===== config.mk =====
export PLATFORM = sky130hd
export DESIGN_NAME = trdb_packet_encapsulator
export DESIGN_NICKNAME = d
export VERILOG_FILES = /design/src/rtl/trdb_packet_encapsulator.sv
export SDC_FILE = /design/constraint.sdc
export NUM_CORES = 1
export LEC_CHECK = 0
export ABC_AREA = 1
export CAP_MARGIN = 20
export CORE_MARGIN = 8
export CORE_UTILIZATION = 35
export DETAILED_ROUTE_END_ITERATION = 6
export DONT_BUFFER_PORTS = 1
export PLACE_DENSITY = 0.54
export SETUP_SLACK_MARGIN = 0.05
export SLEW_MARGIN = 10
export SYNTH_ARGS = -nofsm -noshare
export SYNTH_HDL_FRONTEND = slang
export SYNTH_SLANG_ARGS = --single-unit

===== constraint.sdc =====
create_clock -name clk_i -period 13.4 [get_ports clk_i]
set_clock_uncertainty 0.2 [all_clocks]
set_input_delay 2.68 -clock clk_i [delete_from_list [all_inputs] [get_ports clk_i]]
set_output_delay 2.68 -clock clk_i [all_outputs]
set_load 0.005 [all_outputs]

===== src/rtl/trdb_packet_encapsulator.sv =====
// Trace packet encapsulator: buffers {payload, length} packets in a small FIFO
// and serialises each one as header [+ source-ID] + payload bytes on a
// ready/valid byte stream.
// Build option: define TRDB_ENCAP_SRCID_EN to emit the SRC_ID byte after the header.
//
// state     | meaning
// ----------+-----------------------------------------------------------
// S_IDLE    | nothing presented; waiting for a buffered packet
// S_HEADER  | header byte {0, FLOW, length} presented
// S_SRCID   | SRC_ID byte presented (only with TRDB_ENCAP_SRCID_EN)
// S_PAYLOAD | payload byte cnt_q of the head packet presented
module trdb_packet_encapsulator #(
  parameter int unsigned FIFO_DEPTH = 2,
  parameter logic [1:0]  FLOW       = 2'b00,
  parameter logic [7:0]  SRC_ID     = 8'h00
) (
  input  logic         clk_i,
  input  logic         rst_ni,
  input  logic         packet_valid_i,
  input  logic [247:0] packet_payload_i,
  input  logic [4:0]   payload_length_i,
  output logic [7:0]   byte_o,
  output logic         byte_valid_o,
  input  logic         byte_ready_i,
  output logic         last_o,
  output logic         overflow_o,
  output logic [15:0]  drop_count_o,
  output logic         busy_o
);

  localparam int unsigned AW      = $clog2(FIFO_DEPTH);
  localparam logic [AW:0] DEPTH_C = (AW+1)'(FIFO_DEPTH);
  localparam logic [AW:0] ONE_C   = (AW+1)'(1);

  typedef enum logic [1:0] {
    S_IDLE    = 2'd0,
    S_HEADER  = 2'd1,
`ifdef TRDB_ENCAP_SRCID_EN
    S_SRCID   = 2'd2,
`endif
    S_PAYLOAD = 2'd3
  } state_e;

  state_e        state_q, state_d;
  logic [7:0]    byte_q, byte_d;
  logic          byte_valid_q, byte_valid_d;
  logic          last_q, last_d;
  logic [4:0]    cnt_q, cnt_d;
  logic          overflow_q, overflow_d;
  logic [15:0]   drop_cnt_q, drop_cnt_d;
  logic [AW-1:0] wr_ptr_q, wr_ptr_d;
  logic [AW-1:0] rd_ptr_q, rd_ptr_d;
  logic [AW:0]   count_q, count_d;

  logic [247:0]  payload_mem_q [FIFO_DEPTH];
  logic [4:0]    len_mem_q     [FIFO_DEPTH];

  logic          push_req, full, push, pop, drop;
  logic [AW-1:0] rd_nxt;
  logic [247:0]  head_pl;
  logic [4:0]    head_len, next_len, cnt_nx;
  logic          next_avail;

`ifndef TRDB_ENCAP_SRCID_EN
  logic unused_srcid;
  assign unused_srcid = ^SRC_ID;
`endif

  // FIFO handshake decode; a pop on the last byte frees a slot in the same cycle
  always_comb begin
    push_req   = packet_valid_i && (payload_length_i != 5'd0);
    full       = (count_q == DEPTH_C);
    pop        = byte_valid_q && byte_ready_i && last_q;
    push       = push_req && (!full || pop);
    drop       = push_req && full && !pop;
    rd_nxt     = rd_ptr_q + AW'(1);
    head_pl    = payload_mem_q[rd_ptr_q];
    head_len   = len_mem_q[rd_ptr_q];
    // next packet after a pop: already buffered, or bypassed from this cycle's push
    next_avail = (count_q > ONE_C) || push;
    next_len   = (count_q > ONE_C) ? len_mem_q[rd_nxt] : payload_length_i;
    cnt_nx     = cnt_q + 5'd1;
  end

  // FIFO pointer/occupancy and drop bookkeeping
  always_comb begin
    wr_ptr_d = push ? wr_ptr_q + AW'(1) : wr_ptr_q;
    rd_ptr_d = pop  ? rd_nxt            : rd_ptr_q;
    count_d  = count_q;
    case ({push, pop})
      2'b10:   count_d = count_q + ONE_C;
      2'b01:   count_d = count_q - ONE_C;
      default: count_d = count_q;
    endcase
    overflow_d = drop;
    drop_cnt_d = (drop && (drop_cnt_q != 16'hFFFF)) ? drop_cnt_q + 16'd1 : drop_cnt_q;
  end

  // FIFO storage, written on accepted pushes only (contents need no reset)
  always_ff @(posedge clk_i) begin
    if (push) begin
      payload_mem_q[wr_ptr_q] <= packet_payload_i;
      len_mem_q[wr_ptr_q]     <= payload_length_i;
    end
  end

  // Next state and next presented byte; outputs are loaded on the transition
  always_comb begin
    state_d      = state_q;
    byte_d       = byte_q;
    byte_valid_d = byte_valid_q;
    last_d       = last_q;
    cnt_d        = cnt_q;
    case (state_q)
      S_IDLE: begin
        if (count_q != '0) begin
          state_d      = S_HEADER;
          byte_d       = {1'b0, FLOW, head_len};
          byte_valid_d = 1'b1;
          last_d       = 1'b0;
          cnt_d        = 5'd0;
        end
      end
      S_HEADER: begin
        if (byte_ready_i) begin
`ifdef TRDB_ENCAP_SRCID_EN
          state_d = S_SRCID;
          byte_d  = SRC_ID;
          last_d  = 1'b0;
`else
          state_d = S_PAYLOAD;
          byte_d  = head_pl[7:0];
          last_d  = (head_len == 5'd1);
`endif
        end
      end
`ifdef TRDB_ENCAP_SRCID_EN
      S_SRCID: begin
        if (byte_ready_i) begin
          state_d = S_PAYLOAD;
          byte_d  = head_pl[7:0];
          last_d  = (head_len == 5'd1);
        end
      end
`endif
      S_PAYLOAD: begin
        if (byte_ready_i) begin
          if (last_q) begin
            if (next_avail) begin
              state_d = S_HEADER;
              byte_d  = {1'b0, FLOW, next_len};
              last_d  = 1'b0;
              cnt_d   = 5'd0;
            end else begin
              state_d      = S_IDLE;
              byte_d       = 8'h00;
              byte_valid_d = 1'b0;
              last_d       = 1'b0;
            end
          end else begin
            cnt_d  = cnt_nx;
            byte_d = head_pl[{cnt_nx, 3'b000} +: 8];
            last_d = (cnt_nx == head_len - 5'd1);
          end
        end
      end
      default: begin
        state_d      = S_IDLE;
        byte_valid_d = 1'b0;
        last_d       = 1'b0;
      end
    endcase
  end

  // State and output registers; reset abandons any buffered or in-flight packet
  always_ff @(posedge clk_i or negedge rst_ni) begin
    if (!rst_ni) begin
      state_q      <= S_IDLE;
      byte_q       <= 8'h00;
      byte_valid_q <= 1'b0;
      last_q       <= 1'b0;
      cnt_q        <= 5'd0;
      overflow_q   <= 1'b0;
      drop_cnt_q   <= 16'h0000;
      wr_ptr_q     <= '0;
      rd_ptr_q     <= '0;
      count_q      <= '0;
    end else begin
      state_q      <= state_d;
      byte_q       <= byte_d;
      byte_valid_q <= byte_valid_d;
      last_q       <= last_d;
      cnt_q        <= cnt_d;
      overflow_q   <= overflow_d;
      drop_cnt_q   <= drop_cnt_d;
      wr_ptr_q     <= wr_ptr_d;
      rd_ptr_q     <= rd_ptr_d;
      count_q      <= count_d;
    end
  end

  assign byte_o       = byte_q;
  assign byte_valid_o = byte_valid_q;
  assign last_o       = last_q;
  assign overflow_o   = overflow_q;
  assign drop_count_o = drop_cnt_q;
  assign busy_o       = (count_q != '0) || (state_q != S_IDLE);

endmodule


# ---- Word level (Yosys, flattened, before mapping)
# Memories as Yosys holds them, arrays and structs flattened.
# Index checks and enable logic that the tools add are counted.
dict set report word_totals {
  output_inout_bits 28
  in_bits 257
  mem_count 2
  elab_cells 91
  ff_bits 38
  ramBits 506
}
dict set report op_classes {
  reduce_logical 24
  n_mux 31
  magnitude_cmp 1
  shifts 1
  eq_ne 14
  n_addsub 7
  bitwise 1
}
# memory words width read_ports rd_ports_with_merged_regs write_ports line
set memory_table {}
lappend memory_table {payload_mem_q 2 248 1 0 1 55} ;# logic [247:0] payload_mem_q [FIFO_DEPTH];
lappend memory_table {len_mem_q 2 5 2 0 1 56} ;# logic [4:0] len_mem_q [FIFO_DEPTH];
# operator count
set op_table {}
lappend op_table {{$shiftx A248 B9 Y8} 1}
lappend op_table {{$mux W8} 4}
lappend op_table {{$mux W5} 6}
lappend op_table {{$pmux W8 S3} 1}
lappend op_table {{$add A16 B1 Y16 const B} 1}
lappend op_table {{$ne A16 B16 Y1 const B} 1}
lappend op_table {{$reduce_and A4 Y1} 3}
lappend op_table {{$mux W1} 11}
lappend op_table {{$ne A2 B2 Y1 const B} 5}
lappend op_table {{$pmux W5 S2} 1}
lappend op_table {{$mux W2} 4}
lappend op_table {{$reduce_bool A2 Y1} 4}
lappend op_table {{$logic_and A1 B1 Y1} 7}
lappend op_table {{$eq A2 B2 Y1 const B} 3}
lappend op_table {{$pmux W1 S3} 2}
lappend op_table {{$pmux W2 S3} 1}
lappend op_table {{$add A5 B1 Y5 const B} 1}
lappend op_table {{$eq A5 B1 Y1 const B} 1}
lappend op_table {{$eq A5 B5 Y1} 1}
lappend op_table {{$reduce_and A5 Y1} 1}
lappend op_table {{$reduce_bool A5 Y1} 1}
lappend op_table {{$sub A5 B1 Y5 const B} 1}
lappend op_table {{$eq A2 B1 Y1 const B} 2}
lappend op_table {{$pmux W2 S2} 1}
lappend op_table {{11 further kinds} 15}

# ---- Longest topological paths before layout
# Gate-level depths: netlist of the first run.
dict set report logic_depth {
  word_depth 9
  depth_mapped 17
  mapped_depth_nobuf 15
}

# ---- Least setup slack after synthesis of the first run
# OpenSTA, ideal clock, no wires.
dict set report synth_path {
  kind {input to register}
  from {in byte_ready_i}
  to {mem len_mem_q[0][0] (enable)}
  slack_ns -1.250
  arrival_time_ns 13.578
  n_path_buf 0
  setup_ns 0.872
  stages 4
  t_required_ns 12.328
  path_cell_list {nand3_1 > nand2_1 > nand3_2 > nor2_1}
}
dict set report synth_via {
  elab_chain_len 6
}
# item line
set synth_lines {}
lappend synth_lines {{start, declared} 24} ;# input logic byte_ready_i,
lappend synth_lines {{$logic_and A1 B1 Y1 (2 in a row)} 73} ;# pop = byte_valid_q && byte_ready_i && last_q;
lappend synth_lines {{$logic_or A1 B1 Y1} 74} ;# push = push_req && (!full || pop);
lappend synth_lines {{$logic_and A1 B1 Y1} 74}
lappend synth_lines {{$mux W1} 101} ;# if (push) begin
lappend synth_lines {{$mux W1 (not written as such)} 103} ;# len_mem_q[wr_ptr_q] <= payload_length_i;
lappend synth_lines {{end, declared} 56}
# Every way passes these cells.

# ---- Final worst setup path of the first run
dict set report layout_path {
  from {in byte_ready_i}
  to {mem payload_mem_q[0][53] (enable)}
}
dict set report layout_via {
  elab_chain_len 6
}
# item line
set layout_lines {}
lappend layout_lines {{$logic_and A1 B1 Y1 (2 in a row)} 73}
lappend layout_lines {{$logic_or A1 B1 Y1} 74}
lappend layout_lines {{$logic_and A1 B1 Y1} 74}
lappend layout_lines {{$mux W1} 101}
lappend layout_lines {{$mux W1 (not written as such)} 102} ;# payload_mem_q[wr_ptr_q] <= packet_payload_i;
lappend layout_lines {{end, declared} 55}
# Every way passes these cells.

==> results of run 1 <==
## cells by family (layout without fill, tap and decap cells)
kind of cell,Yosys count,in the layout
simple gates,1035,1035
flops,544,544
buf+inv,162,182
compound gates,145,145
xor+xnor,26,26
fa+ha+maj,8,8
mux,2,2
other cells,0,9
## power by group through the flow
stage,sequential [mW],clock [mW],combinational (mW)
2_1_floorplan,2.57,0,1.08
3_3_place_gp,2.47,0,1.52
3_5_place_dp,2.48,0,1.53
4_1_cts,2.45,1.60,1.53
5_1_grt,2.48,1.66,1.69
6_report,2.44,1.56,1.50
## sequential cells by signal (all words and copies together), names as in the netlist
| register | count |
|---|---|
| cnt_q | 5 |
| last_o | 1 |
| len_mem_q | 10 |
| rd_ptr_q | 1 |
| byte_o | 8 |
| state_q | 2 |
| overflow_o | 1 |
| byte_valid_o | 1 |
| wr_ptr_q | 1 |
| payload_mem_q | 496 |
| drop_count_o | 16 |
| count_q | 2 |
## routing by layer
layer  vias to the layer above  wire [um]  track usage (%)
li1                       6708          -                -
met1                      6917      26800             21.6
met2                       388      30100             26.9
met3                        90       5010             5.43
met4                         4       1380             4.56
met5                         -         24                0
## Yosys cell counts (all sizes together)
| master | count |
|---|---|
| a211oi | 1 |
| a21oi | 8 |
| a31oi | 1 |
| buf | 95 |
| clkbuf | 13 |
| clkinv | 1 |
| dfrtp | 38 |
| edfxtp | 506 |
| ha | 8 |
| inv | 53 |
| mux2 | 1 |
| mux2i | 1 |
| nand2 | 449 |
| nand3 | 370 |
| nand4 | 3 |
| nor2 | 203 |
| nor3 | 8 |
| nor4 | 1 |
| o211ai | 8 |
| o21ai | 118 |
| o22ai | 9 |
| or2 | 1 |
| xnor2 | 8 |
| xor2 | 18 |
## cell type report
| class | instances | area [sq um] |
|---|---|---|
| Antenna cell | 9 | 22.5 |
| Clock buffer | 72 | 1500 |
| Clock inverter | 36 | 359 |
| Fill cell | 6090 | 38900 |
| Inverter | 54 | 214 |
| Multi-Input combinational cell | 1216 | 5600 |
| Sequential cell | 544 | 16200 |
| Tap cell | 855 | 1070 |
| Timing Repair Buffer | 20 | 150 |
## worst paths after layout
kind | slack [ns] | end | cells past startpoint | start
min in group asynchronous | 1.57 | state_q[1]$_DFFE_PN0P_ | 0 | rst_ni
worst max register to register | 9.23 | byte_o[6]$_DFFE_PN0P_ | 14 | rd_ptr_q$_DFFE_PN0P_
worst min-delay path | 0.33 | count_q[0]$_DFFE_PN0P_ | 1 | count_q[0]$_DFFE_PN0P_
worst min register to register | 0.33 | count_q[0]$_DFFE_PN0P_ | 1 | count_q[0]$_DFFE_PN0P_
max in group asynchronous | 11.32 | drop_count_o[15]$_DFFE_PN0P_ | 0 | rst_ni
worst max-delay path | 7.67 | payload_mem_q[0][53]$_DFFE_PP_ | 7 | byte_ready_i
## per-stage QoR
stage	setup TNS, ns	setup WS (ns)
after global placement	0	7.02
after floorplan	-632.61	-1.25
final	0	7.67
after global routing	0	7.44
after detailed placement	0	7.00
after CTS	0	7.66
==> impl_metrics.json, run 1 <==
{
  "fmax_mhz": 174,
  "final_nets": 2158,
  "synth_simple_gate_area_share_pct": 19.6,
  "cts.sink_count": 544,
  "static-leakage-power_nw": 8.95,
  "adder_and_majority_gate_portion_of_the_synthesized_area_pct": 0.446,
  "final_util_pct": 39.2,
  "number_of_port_buffers": 0,
  "rsz0062_at_grt": "false",
  "fin_area_sq_um": 25100,
  "dominant_combinational_cell_family_by_area_after_synthesis": "simple AND/OR/NAND/NOR gates",
  "detail_route.drc_violations": 0,
  "power.switching_mw": 1.90,
  "areaGrowthSynthToFinish_pct": 11.6,
  "die_width_um": 269,
  "fin_crit_ns": 5.73,
  "compound_gate_fraction_of_synth_area_pct": 3.47,
  "clockRootBuffer": "sky130_fd_sc_hd__clkbuf_16",
  "vdd_drop_max_mv": 0.116,
  "layout_commonest_cell": "sky130_fd_sc_hd__edfxtp_1",
  "setup_viol_count_final": 0,
  "post_route_cells_drive_above_1_share_pct": 6.59,
  "switching_share_pct": 34.6,
  "ys_seq_area_share_pct": 71.9,
  "power.share.clock_pct": 28.4,
  "cpLargestDelayFamily": "buffers and inverters",
  "critical-path-top-cell-by-count": "sky130_fd_sc_hd__buf_4",
  "detail-route-antenna-nets": 0,
  "worstMarginPinSlew_ns": 1.07,
  "type_of_destination_of_the_critical_path": "flip-flop",
  "cts.clk_slew.worst_paths_ns": 0.06,
  "hold_path_class": "flip-flop to flip-flop",
  "timing.max_cap.violations": 0,
  "antenna_found_initial": 11,
  "grt_start_max_net_pins": 103,
  "globalRouteTotalUtil_pct": 16.7,
  "design.core.area_sq_um": 64000,
  "path_class": "primary input to flip-flop",
  "die-height_um": 269,
  "synth_xor_xnor_area_share_pct": 1.08,
  "post_dp_hpwl_um": 39600,
  "finalPower_mw": 5.50,
  "layout.cells.most_common_list": "sky130_fd_sc_hd__edfxtp_1 (506), sky130_fd_sc_hd__nand2_1 (449), sky130_fd_sc_hd__nand3_1 (367)",
  "synth_area_leader_cell": "sky130_fd_sc_hd__edfxtp_1",
  "post_synth_mux_area_share_pct": 0.0947,
  "wl_per_cell_um": 22.6,
  "cts_hold_buf": 0,
  "cp.arrival_ns": 5.76,
  "status": "completed",
  "postSynthAreaPerCell_sq_um": 11.7,
  "power.share.sequential_pct": 44.4,
  "slew_headroom_pct": 28.5,
  "vias": 14100,
  "post_cts_sizing": 0,
  "p_comb_share_pct": 27.2,
  "synthesis.instances": 1922,
  "yosysWarningCount": 0,
  "timing.final.max_slew_violations": 0,
  "fin_crit_sh_pct": 42.8,
  "cp_cell_sequence": "nand3_1 -> nand2_1 -> nand3_2 -> nor2_4 -> buf_4 -> buf_4 -> buf_4",
  "avgViaCountPerCell": 5.03,
  "finalWirelength_um": 63300,
  "finish.cell_count_without_fillers": 2806,
  "internal_power_mw": 3.60,
  "die_area_sq_um": 72500,
  "cts_setup_buffers": 0,
  "cp.buffers_inverters": 3,
  "grt_pass1_vias": 13400,
  "grt_remaining_overflow": 0,
  "cpPeakStageDelay_ns": 0.83,
  "hold_ws_ns": 0.327,
  "critical_path_required_time_ns": 13.43,
  "synth.net_count": 2187,
  "start_util_pct": 35.1,
  "synth_cell_types": 34,
  "critical-path-slowest-cell": "sky130_fd_sc_hd__buf_4",
  "drtIter0Drc": 1166,
  "power_per_cell_area_nw_per_um2": 219,
  "gpl.final_weighted_congestion": 0.788,
  "syn_std_cell_area_sq_um": 22500,
  "floorplan.io_pins": 285,
  "floorplan.rows": 93,
  "drt-pass1-iter-count": 5,
  "dp_cells": 2689,
  "cts-htree-levels": 2,
  "synth-seq-cells": 544,
  "final_report_hold_violation_count": 0,
  "skew_pair_late_insertion_delay_ns": 0.62,
  "clock_path_buffers": 3,
  "dpl_cell_area_sq_um": 23200,
  "critical_path.startpoint_type": "primary input",
  "cp_max_fo": 68,
  "synth_top_area_share_pct": 67.6,
  "clock_tree_from_tritoncts": "done",
  "cts_made_buffers": 57,
  "synth.top_cells.by_area": "sky130_fd_sc_hd__edfxtp_1 (68%), sky130_fd_sc_hd__nand3_1 (8.2%), sky130_fd_sc_hd__nand2_1 (7.5%)",
  "grt_pass1_wl_um": 91800
}
Note: power is estimated with default switching activity, not from simulation.
==> run 2: changes to the inputs <==
- ABC_AREA: 1 -> 0
- PLACE_DENSITY: 0.54 -> 0.52
- clock period: 13.4 -> 5.8 ns (I/O delays scaled with it)
==> run 2 against run 1 <==
Net effect: register-to-register slack got worse by 7.3 ns; via count shrank 27%; sequential power grew 130%; largest cell class unchanged; area after synthesis is 3.2% lower; non-clock buffer count down 4; highest routed layer unchanged; synthesized cell count is 44% lower; cell area down 1.5%.
==> impl_metrics.json, run 2 <==
{
  "gpl.final_weighted_congestion": 0.751,
  "worstMarginPinSlew_ns": 1.16,
  "synth_top_area_share_pct": 69.9,
  "detail-route-antenna-nets": 0,
  "preCtsSetupSlack_ns": 1.54,
  "synthesis.instances": 1085,
  "vias": 10400,
  "final_report_hold_violation_count": 0,
  "hold_path_class": "primary input to async pin",
  "power_per_cell_area_nw_per_um2": 550,
  "finish.cell_count_without_fillers": 2002,
  "clockRootBuffer": "sky130_fd_sc_hd__clkbuf_16",
  "final_nets": 1372,
  "critical_path.startpoint_type": "flip-flop",
  "synth_area_leader_cell": "sky130_fd_sc_hd__edfxtp_1",
  "cp.arrival_ns": 4.09,
  "ys_dominant_reg_cell": "sky130_fd_sc_hd__edfxtp_1",
  "status": "completed",
  "synth_enable_flop_cells": 506,
  "post_cts_sizing": 0,
  "floorplan.rows": 91,
  "antenna_found_initial": 15,
  "synth_simple_gate_area_share_pct": 3.22,
  "synth_cell_types": 63,
  "synth.top_cells.by_area": "sky130_fd_sc_hd__edfxtp_1 (70%), sky130_fd_sc_hd__mux4_2 (12%), sky130_fd_sc_hd__dfrtp_1 (4.4%)",
  "grt_remaining_overflow": 0,
  "vdd_drop_max_mv": 0.281,
  "start_util_pct": 35.3,
  "synth_xor_xnor_area_share_pct": 1.32,
  "cts_setup_buffers": 0,
  "power.switching_mw": 4.35,
  "cts.sink_count": 544,
  "rsz0062_at_grt": "false",
  "largest_register": "payload_mem_q",
  "timing.final.max_slew_violations": 0,
  "drt-met1-wl_um": 20200,
  "yosysWarningCount": 0,
  "layout_commonest_cell": "sky130_fd_sc_hd__edfxtp_1",
  "globalRouteTotalUtil_pct": 15.3,
  "design.core.area_sq_um": 61600,
  "largest_register_ffs": 496,
  "power.share.clock_pct": 27.5,
  "cts_made_buffers": 59,
  "dp_cells": 1880,
  "number_of_port_buffers": 0,
  "grt_pass1_wl_um": 78300,
  "post_synth_mux_area_share_pct": 15.4,
  "adder_and_majority_gate_portion_of_the_synthesized_area_pct": 0.460,
  "static-leakage-power_nw": 7.89,
  "setup.reg_to_reg.worst_slack_ns": 1.97,
  "skew_pair_late_insertion_delay_ns": 0.64,
  "async_flop_share_pct": 6.99,
  "internal_power_mw": 9.23,
  "clock_tree_from_tritoncts": "done",
  "post_dp_hpwl_um": 36600,
  "netlist_top_cells_count": "sky130_fd_sc_hd__edfxtp_1 (506), sky130_fd_sc_hd__mux4_2 (117), sky130_fd_sc_hd__mux2i_1 (54), sky130_fd_sc_hd__nand2_1 (45), sky130_fd_sc_hd__dfrtp_1 (38)",
  "fmax_mhz": 261,
  "grt_pass1_vias": 10900,
  "wl_per_cell_um": 27.4,
  "avgViaCountPerCell": 5.17,
  "floorplan.io_pins": 285,
  "critical_path_required_time_ns": 6.06,
  "die_area_sq_um": 70400,
  "drtIter0Drc": 869,
  "synth_most_common_cell": "sky130_fd_sc_hd__edfxtp_1",
  "postSynthAreaPerCell_sq_um": 20.0,
  "fin_crit_ns": 3.83,
  "areaGrowthSynthToFinish_pct": 13.5,
  "type_of_destination_of_the_critical_path": "flip-flop",
  "ys_seq_area_share_pct": 74.2,
  "cts-htree-levels": 2,
  "drt-pass1-iter-count": 5,
  "compound_gate_fraction_of_synth_area_pct": 3.32,
  "p_comb_share_pct": 30.4,
  "worst_slack_ns": 1.97,
  "dr_wl_met2_um": 26800,
  "slew_headroom_pct": 22.8,
  "grt_start_max_net_pins": 167,
  "setup_viol_count_final": 0,
  "highest_signal_layer": "met5",
  "cp_max_fo": 50,
  "switching_share_pct": 32.0,
  "synth-seq-cells": 544,
  "met3_length_um": 6340,
  "die_width_um": 265,
  "fin_crit_sh_pct": 66.1,
  "layout.cells.most_common_list": "sky130_fd_sc_hd__edfxtp_1 (506), sky130_fd_sc_hd__mux4_2 (117), sky130_fd_sc_hd__clkbuf_16 (59)",
  "die-height_um": 265,
  "detail_route.drc_violations": 0,
  "dominant_combinational_cell_family_by_area_after_synthesis": "multiplexers",
  "timing.max_cap.violations": 0,
  "post_route_cells_drive_above_1_share_pct": 21.3,
  "synth.net_count": 1350,
  "syn_std_cell_area_sq_um": 21800,
  "cts.clk_slew.worst_paths_ns": 0.06,
  "power.share.sequential_pct": 42.1,
  "path_class": "flip-flop to flip-flop",
  "finalWirelength_um": 54900,
  "clock_path_buffers": 3
}
run 2: final timing paths:
check                                       start                endpoint  cells past startpoint
max reg2reg                  cnt_q[0]$_DFFE_PN0P_   byte_o[3]$_DFFE_PN0P_                      8
min in group clk_i         count_q[0]$_DFFE_PN0P_  count_q[0]$_DFFE_PN0P_                      1
min reg2reg                count_q[0]$_DFFE_PN0P_  count_q[0]$_DFFE_PN0P_                      1
max                          cnt_q[0]$_DFFE_PN0P_   byte_o[3]$_DFFE_PN0P_                      8
min                                        rst_ni   byte_o[6]$_DFFE_PN0P_                      1
max in group asynchronous                  rst_ni      last_o$_DFFE_PN0P_                      1
run 2: routing by layer:
metal / vias up / GRT usage [%]
li1: 4525 / -
met1: 5373 / 17.5
met2: 350 / 24.9
met3: 96 / 7.88
met4: 10 / 4.76
met5: - / 0
run 2: cell families after synthesis:
logic type | count (synthesis)
compound gates | 99
xor+xnor | 32
fa+ha+maj | 8
buf+inv | 70
flops | 544
mux | 186
simple gates | 146
run 2: power by group through the flow:
stage / combinational [mW] / clock (mW) / sequential (mW)
floorplan: 3.10 / 0 / 5.67
global placement: 4.12 / 0 / 5.86
detailed placement: 4.13 / 0 / 5.90
CTS: 4.16 / 3.85 / 5.82
global route: 4.47 / 3.99 / 5.81
finish: 4.13 / 3.73 / 5.72
run 2: stage by stage:
step	area [sq um]	hold slack [ns]	setup TNS, ns	utilization (%)	total power [mW]
floorplan	21800	0.273	-110.89	-	8.76
global placement	22700	0.299	0	36.8	9.98
detailed placement	22700	0.296	0	36.8	10.0
CTS	24600	0.135	0	40.0	13.8
global route	24700	0.150	0	40.1	14.3
finish	24700	0.178	0	40.1	13.6
run 2: final cells by class:
cell class                 count  area, sq um
fill                        5478        36900
timing repair buffer          16          230
clock inverter                40          412
antenna                        8         20.0
tap                          837         1050
inverter                      15         56.3
clock buffer                  71         1520
multi-input combinational    471         5250
sequential                   544        16200
run 2: repair_timing:
| item | CTS | global route |
|---|---|---|
| hold buffers | 2 | 0 |
| endpoints found under the hold margin | 37 | 0 |
| endpoints found under the setup margin | 0 | 0 |
run 2: worst max-delay path, cell delays in order, from the launching register on:
cell	delay [ns]
sky130_fd_sc_hd__dfrtp_4	0.62
sky130_fd_sc_hd__buf_16	0.35
sky130_fd_sc_hd__ha_4	0.27
sky130_fd_sc_hd__xor2_4	0.87
sky130_fd_sc_hd__buf_4	0.41
sky130_fd_sc_hd__mux2i_1	0.22
sky130_fd_sc_hd__nor3_1	0.06
sky130_fd_sc_hd__o31ai_1	0.45
sky130_fd_sc_hd__a41oi_1	0.19
